<file path="src/rtl/serial_adder_pkg.sv">
// serial_adder_pkg: shared FSM state encoding for the bit-serial adder and its bench.
// Contents:
//   state_t  ST_IDLE=2'd0, ST_SHIFT=2'd1, ST_DONE=2'd2
package serial_adder_pkg;
    typedef enum logic [1:0] {
        ST_IDLE  = 2'd0,
        ST_SHIFT = 2'd1,
        ST_DONE  = 2'd2
    } state_t;
endpackage

</file>
<file path="src/rtl/serial_add_cell.sv">
// serial_add_cell: combinational 1-bit full add built from two half adders and an OR.
// Ports (serial_add_cell):
//   a, b, cin  in   addend bits and carry-in
//   sum, cout  out  sum bit and carry-out
// Ports (halfadder):
//   a, b       in   addend bits
//   sum, carry out  xor and and of the inputs
module halfadder (
    input  logic a,
    input  logic b,
    output logic sum,
    output logic carry
);
    assign sum   = a ^ b;
    assign carry = a & b;
endmodule

module serial_add_cell (
    input  logic a,
    input  logic b,
    input  logic cin,
    output logic sum,
    output logic cout
);
    logic s1, c1, c2;
    halfadder u_ha0 (.a(a),  .b(b),   .sum(s1),  .carry(c1));
    halfadder u_ha1 (.a(s1), .b(cin), .sum(sum), .carry(c2));
    assign cout = c1 | c2;
endmodule

</file>
<file path="src/rtl/serial_adder.sv">
// serial_adder: bit-serial WIDTH-bit adder, LSB first, one bit per clock.
// Build option: define SERIAL_ADDER_SUB_EN to add the `sub` port (a-b mode).
// Ports:
//   clk    in   clock, rising edge
//   rst    in   synchronous active-high reset
//   start  in   request, sampled only in IDLE
//   a, b   in   WIDTH-bit operands, captured on accepted start
//   cin    in   carry-in, captured on accepted start
//   sub    in   (SERIAL_ADDER_SUB_EN only) subtract: b inverted, carry forced to 1
//   busy   out  high while shifting
//   done   out  one-cycle pulse, sum/cout valid from this cycle
//   sum    out  WIDTH-bit registered result, held until next accepted start
//   cout   out  registered final carry, held like sum
module serial_adder
    import serial_adder_pkg::*;
#(
    parameter int WIDTH = 8
) (
    input  logic             clk,
    input  logic             rst,
    input  logic             start,
    input  logic [WIDTH-1:0] a,
    input  logic [WIDTH-1:0] b,
    input  logic             cin,
`ifdef SERIAL_ADDER_SUB_EN
    input  logic             sub,
`endif
    output logic             busy,
    output logic             done,
    output logic [WIDTH-1:0] sum,
    output logic             cout
);
    localparam int CW = $clog2(WIDTH);
    localparam logic [CW-1:0] LAST = CW'(WIDTH - 1);

    state_t state, state_next;
    logic [WIDTH-1:0] a_sr, b_sr;
    logic [CW-1:0] cnt;
    logic carry, s, carry_next, last, sub_en;

`ifdef SERIAL_ADDER_SUB_EN
    assign sub_en = sub;
`else
    assign sub_en = 1'b0;
`endif

    // Termination compares against WIDTH-1 rather than relying on counter wrap.
    assign last = cnt == LAST;
    assign busy = state == ST_SHIFT;
    assign done = state == ST_DONE;

    serial_add_cell u_cell (
        .a(a_sr[0]), .b(b_sr[0]), .cin(carry), .sum(s), .cout(carry_next)
    );

    always_ff @(posedge clk) begin
        if (rst) state <= ST_IDLE;
        else     state <= state_next;
    end

    always_comb begin
        state_next = state == ST_IDLE  ? (start ? ST_SHIFT : ST_IDLE) :
                     state == ST_SHIFT ? (last  ? ST_DONE  : ST_SHIFT) : ST_IDLE;
    end

    always_ff @(posedge clk) begin
        if (rst) begin
            a_sr  <= '0;
            b_sr  <= '0;
            carry <= 1'b0;
            cnt   <= '0;
            sum   <= '0;
            cout  <= 1'b0;
        end else if (state == ST_IDLE && start) begin
            a_sr  <= a;
            b_sr  <= sub_en ? ~b : b;
            carry <= sub_en | cin;
            cnt   <= '0;
            sum   <= '0;
            cout  <= 1'b0;
        end else if (state == ST_SHIFT) begin
            a_sr  <= {1'b0, a_sr[WIDTH-1:1]};
            b_sr  <= {1'b0, b_sr[WIDTH-1:1]};
            sum   <= {s, sum[WIDTH-1:1]};
            carry <= carry_next;
            cnt   <= cnt + CW'(1);
            if (last) cout <= carry_next;
        end
    end
endmodule

</file>
<file path="config.mk">
export PLATFORM = sky130hd
export DESIGN_NAME = serial_adder
export DESIGN_NICKNAME = d
export VERILOG_FILES = /design/src/rtl/serial_adder_pkg.sv /design/src/rtl/serial_add_cell.sv /design/src/rtl/serial_adder.sv
export SDC_FILE = /design/constraint.sdc
export NUM_CORES = 1
export LEC_CHECK = 0
export CAP_MARGIN = 30
export CORE_ASPECT_RATIO = 0.8
export CORE_MARGIN = 5
export CORE_UTILIZATION = 50
export CTS_CLUSTER_DIAMETER = 80
export DETAILED_ROUTE_END_ITERATION = 6
export DONT_BUFFER_PORTS = 1
export PLACE_DENSITY = 0.71
export REMOVE_ABC_BUFFERS = 1
export SLEW_MARGIN = 40
export SYNTH_ARGS = -nofsm -noshare
export SYNTH_HDL_FRONTEND = slang
export SYNTH_HIERARCHICAL = 1
export SYNTH_SLANG_ARGS = --single-unit
</file>
<file path="constraint.sdc">
create_clock -name clk -period 2.95 [get_ports clk]
set_input_delay 0.7375 -clock clk [delete_from_list [all_inputs] [get_ports clk]]
set_output_delay 0.7375 -clock clk [all_outputs]
set_load 0.01 [all_outputs]
</file>
==> impl_metrics.yaml, run 1 <==
drt:
  drtIter0Drc: 29
  drc: 0
  wl_per_cell_um: 13.0
  routed_via_density: 5.39
  routed_wl_um: 2560
  firstDrtPassIters: 4
  ant_nets: 0
  vias: 1062
final_layout:
  drive_gt1_share_pct: 11.3
  post-route-util_pct: 52.5
  n_antenna_cell: 0
  final_cells: 197
  nets: 182
  area_growth_pct: 3.47
  n_fill_cell: 277
synthesis:
  synth_cells: 162
  ys_seq_area_share_pct: 45.3
  ys_seq_elements: 31
  syn_area_sq_um: 1370
  avgSynthCellArea_sq_um: 8.46
  synth.distinct_cells: 28
  synth-warning-count: 6
floorplan:
  coreArea_sq_um: 2700
  die_h_um: 56.8
  die_w_um: 68.6
  num_rows: 17
  start_util_pct: 50.8
  io_pins: 31
  die-area_sq_um: 3900
power_and_ir_drop:
  peakVddDrop_v: 0.000403
  p_leak_nw: 0.518
  power_mw: 0.894
  p_per_area_nw_per_um2: 630
worst_setup_path:
  cp-start-kind: "flop"
  crit_slowest_cell: "dfxtp_1"
  crit_buf_inv: 2
  crit_chain: "nand2b_1 > buf_4 > inv_4"
  max_stage_delay_ns: 0.57
  crit_family: "flip-flops"
  critPathRequiredTime_ns: 2.21
  crit_type: "flop to output pin"
  crit_fanout: 26
  crit_arrival_ns: 1.48
  end_kind: "output pin"
clock_network:
  cts_hold_buffers: 0
  ctsHtreeMaxLevel: 2
  clock_latency_ns: 0.33
  cts_tree: "yes"
  clk_path_buf_depth: 2
  post_cts_buffers: 0
  cts_root_buf: "clkbuf_4"
  clkTransAtPathRegs_ns: 0.10
  numCtsBuffers: 5
  clock_sinks: 31
  cts_resized: 0
global_route:
  grt_pass1_wl_um: 4400
  globalRouteTotalUtil_pct: 15.1
  grt_pass1_vias: 1052
  gr-total-overflow: 0
  antenna_found_initial: 0
  grt_max_degree: 27
place:
  portBuffers: 0
  dp_hpwl_um: 1770
  gp_congestion: 0.736
  dp.cells: 189
timing:
  max_clock_freq_mhz: 450
  fin_crit_sh_pct: 75.3
  worst_pin_slew_ns: 0.573
  fin_setup_tns_ns: 0
  period_minus_slack_ns: 2.22
  rsz0062_at_grt: "no"
  fin_skew_ns: 0.00661
  finalMaxSlewViolations: 0
  finalHoldViolCount: 0
  finalSetupViolCount: 0
  slew_headroom_pct: 61.8
status:
  outcome: "completed"
min_path:
  hp-class: "flop to flop"
run:
  maxCapViolations: 0
-- worst reg2reg max path, delay by kind of cell (launching register included) --
family          cells  cell delay, ns
compound gates      1            0.19
flops               1            0.57
simple gates        2            0.83
-- cells in the final DEF (no fill, tap or decap), types with 2 or more instances in the layout --
cell | netlist | final
nor2_1 | 18 | 18
or3b_2 | 3 | 3
nand2_1 | 34 | 34
clkbuf_4 | 0 | 5
nor3_1 | 3 | 3
ha_1 | 4 | 4
nand3_1 | 2 | 2
a21oi_1 | 27 | 27
a211oi_1 | 11 | 11
dfxtp_1 | 31 | 31
nand2b_1 | 4 | 4
-- power by group --
part           switching, mW  internal, mW
logic                 0.0554        0.0377
clock network          0.143         0.200
registers             0.0157         0.442
total                  0.214         0.680
-- final cells by class --
class | instances | area [sq um] | area share [%]
clock inverters | 2 | 35.0 | 2.47
well taps | 38 | 47.5 | 3.35
multi-input cells | 118 | 651 | 45.9
inverters | 1 | 6.26 | 0.441
flip-flops and latches | 31 | 621 | 43.7
clock buffers | 6 | 51.3 | 3.62
repair buffers | 1 | 7.51 | 0.529
-- path summary, 6_finish.rpt --
path | from | to | slack [ns] | cells past startpoint
hold reg to reg | a_sr[4] | a_sr[3] | 0.45 | 2
setup reg to reg | state[0] | cnt[2] | 1.31 | 3
setup / recovery | state[0] | busy | 0.73 | 3
hold / removal | a_sr[4] | a_sr[3] | 0.45 | 2
-- per-stage QoR --
step | cell area (sq um) | setup WS, ns | hold slack, ns
detailed placement | 1330 | 1.10 | 0.443
finish | 1420 | 0.728 | 0.452
CTS | 1420 | 0.720 | 0.446
global placement | 1330 | 1.12 | 0.440
global route | 1420 | 0.621 | 0.434
floorplan | 1280 | 0.945 | 0.432
-- registers in the layout (all words and copies together), names as in the netlist --
name   count
a_sr       8
b_sr       8
sum        8
cnt        3
state      2
carry      1
cout       1
-- routing by layer --
metal	track usage [%]	up-vias	part of all wire [%]
li1	-	540	-
met1	17.7	489	45
met2	23.3	25	46
met3	7.60	8	7.0
met4	5.10	0	1.6
met5	0	-	0
-- cell families (layout without fill, tap and decap cells) --
group,Yosys count,count (layout),share of synthesized area (%)
AND/OR/NAND/NOR,71,71,24.4
AO/OA/AOI/OAI,41,41,18.1
flip-flops,31,31,45.3
buffers and inverters,13,10,7.30
adder cells (fa/ha/maj),4,4,3.65
XOR/XNOR,1,1,0.639
multiplexers,1,1,0.730
-- synth_stat cells --
library cell | count | area [sq um]
a211oi_1 | 11 | 82.6
a211oi_2 | 1 | 12.5
a21oi_1 | 27 | 135
buf_2 | 3 | 15.0
buf_4 | 3 | 22.5
buf_6 | 3 | 33.8
buf_8 | 1 | 15.0
clkbuf_1 | 2 | 7.51
dfxtp_1 | 31 | 621
ha_1 | 4 | 50.1
inv_4 | 1 | 6.26
mux2i_1 | 1 | 10.0
nand2_1 | 34 | 128
nand2b_1 | 4 | 25.0
nand2b_2 | 1 | 8.76
nand3_1 | 2 | 10.0
nand3b_1 | 1 | 7.51
nor2_1 | 18 | 67.6
nor2_2 | 1 | 6.26
nor2b_1 | 1 | 6.26
nor3_1 | 3 | 15.0
nor3b_4 | 1 | 18.8
o21a_1 | 1 | 7.51
o21ba_2 | 1 | 10.0
or2_1 | 1 | 6.26
or3b_1 | 1 | 8.76
or3b_2 | 3 | 26.3
xnor2_1 | 1 | 8.76
No activity file was read; power rests on OpenSTA's default activity.
==> inputs of run 2 (changes only) <==
==> constraint.sdc (replaced) <==
create_clock -name clk -period 2.2 [get_ports clk]
set_input_delay 0.55 -clock clk [delete_from_list [all_inputs] [get_ports clk]]
set_output_delay 0.55 -clock clk [all_outputs]
set_load 0.01 [all_outputs]
==> run 2 against run 1 <==
Effect of this change:
- non-clock buffer count did not move
- die area did not move
- flip-flop and latch count did not move
- utilization fell by 0.65 points
- register-to-register slack got worse by 0.75 ns
- combinational power rose by 33%
- clock-buffer cell count rose by 2
- via count fell by 1.6%
- cell count did not move
- hold slack got worse by 0.18 ns
- first-iteration DRC count fell by 17%
==> impl_metrics.yaml, run 2 (synthesis gave the netlist of run 1 again) <==
status:
  outcome: "completed"
timing:
  finalMaxSlewViolations: 0
  rsz0062_at_grt: "no"
  whs_ns: 0.268
  finalSetupViolCount: 0
  fin_skew_ns: 0.00415
  max_clock_freq_mhz: 535
  worst_pin_slew_ns: 0.554
  slew_headroom_pct: 63.1
  period_minus_slack_ns: 1.87
  finalHoldViolCount: 0
  fin_setup_tns_ns: 0
  fin_crit_sh_pct: 85.0
floorplan:
  die_w_um: 68.6
  coreArea_sq_um: 2700
  start_util_pct: 50.8
  io_pins: 31
  die_h_um: 56.8
  die-area_sq_um: 3900
  num_rows: 17
power_and_ir_drop:
  power_mw: 1.11
  peakVddDrop_v: 0.000360
  p_leak_nw: 0.508
  p_per_area_nw_per_um2: 791
clock_network:
  clock_latency_ns: 0.33
  ctsHtreeMaxLevel: 2
  numCtsBuffers: 5
  cts_resized: 0
  cts_hold_buffers: 0
  post_cts_buffers: 0
  cts_root_buf: "clkbuf_4"
  clk_path_buf_depth: 2
  cts_tree: "yes"
  clock_sinks: 31
  clkTransAtPathRegs_ns: 0.09
worst_setup_path:
  crit_type: "flop to output pin"
  cp-start-kind: "flop"
  critPathRequiredTime_ns: 1.65
  r2r_end: "sum[5]"
  rr_startpoint: "state[0]"
  rr_worst_depth: 3
  r2r_slack_ns: 0.56
  crit_fanout: 24
  end_kind: "output pin"
  crit_arrival_ns: 1.32
min_path:
  min_to: "b_sr[6]"
  holdPathStages: 1
  hp-class: "primary input to flop"
  hp-start: "rst"
drt:
  firstDrtPassIters: 4
  routed_wl_um: 2650
  wl_per_cell_um: 13.5
  drtIter0Drc: 24
  ant_nets: 0
  routed_via_density: 5.30
  drc: 0
  vias: 1045
final_layout:
  fin_area_sq_um: 1400
  nets: 182
  post-route-util_pct: 51.9
  reg_top3: "a_sr (8), b_sr (8), sum (8)"
  area_growth_pct: 2.19
  n_antenna_cell: 0
  drive_gt1_share_pct: 10.7
  final_common_cell: "nand2_1"
  final_cell_mix: "nand2_1 (34), dfxtp_1 (31), a21oi_1 (27)"
global_route:
  grt_pass1_vias: 979
  antenna_found_initial: 0
  grt_max_degree: 26
  grt_pass1_wl_um: 4280
  globalRouteTotalUtil_pct: 14.8
  gr-total-overflow: 0
place:
  dp_hpwl_um: 1800
  place_area_sq_um: 1330
  portBuffers: 0
  gp_congestion: 0.734
run:
  maxCapViolations: 0
run 2: cell types whose count changed in the layout (fill, tap and decap cells not counted):
cell | previous run | this run
bufinv_16 | 1 | 0
clkbuf_1 | 0 | 1
clkbuf_8 | 1 | 2
clkinv_2 | 1 | 0
run 2: cell type report:
class	count	area, sq um
fillers	261	1300
multi-input cells	118	651
flip-flops and latches	31	621
clock buffers	8	68.8
well taps	38	47.5
repair buffers	1	7.51
inverters	1	6.26
run 2: how the worst max path moves through the flow:
stage	to	cells after the start	from
final	busy	2	state[0]
after floorplan	busy	2	state[0]
after global routing	busy	2	state[0]
after CTS	busy	2	state[0]
after detailed placement	sum[5]	3	start
after global placement	cout	3	start
run 2: power by group:
group | total [mW] | internal (mW) | switching (mW)
Combinational | 0.124 | 0.0505 | 0.0735
Sequential | 0.614 | 0.593 | 0.0207
Clock | 0.371 | 0.188 | 0.183
Total | 1.11 | 0.831 | 0.277
run 2: worst max-delay path, cell delays in order (launching register included):
cell and delay [ns]:
dfxtp_1 0.57, nand2b_1 0.17, inv_4 0.24
run 2: metrics by stage:
step                      cells  worst slack, ns
after floorplan             150            0.383
after global placement      189            0.572
after detailed placement    189            0.539
after CTS                   197            0.320
after global routing        197            0.201
final                       197            0.330
run 2: metal layers:
metal  track usage [%]  vias up  share of wire [%]  routed length, um
met5                 0        -                  0                  0
met3              6.20        8                8.2                216
met1              17.1      474                 44               1160
met2              22.4       24                 45               1200
li1                  -      539                  -                  -
met4              8.50        0                2.7                 72
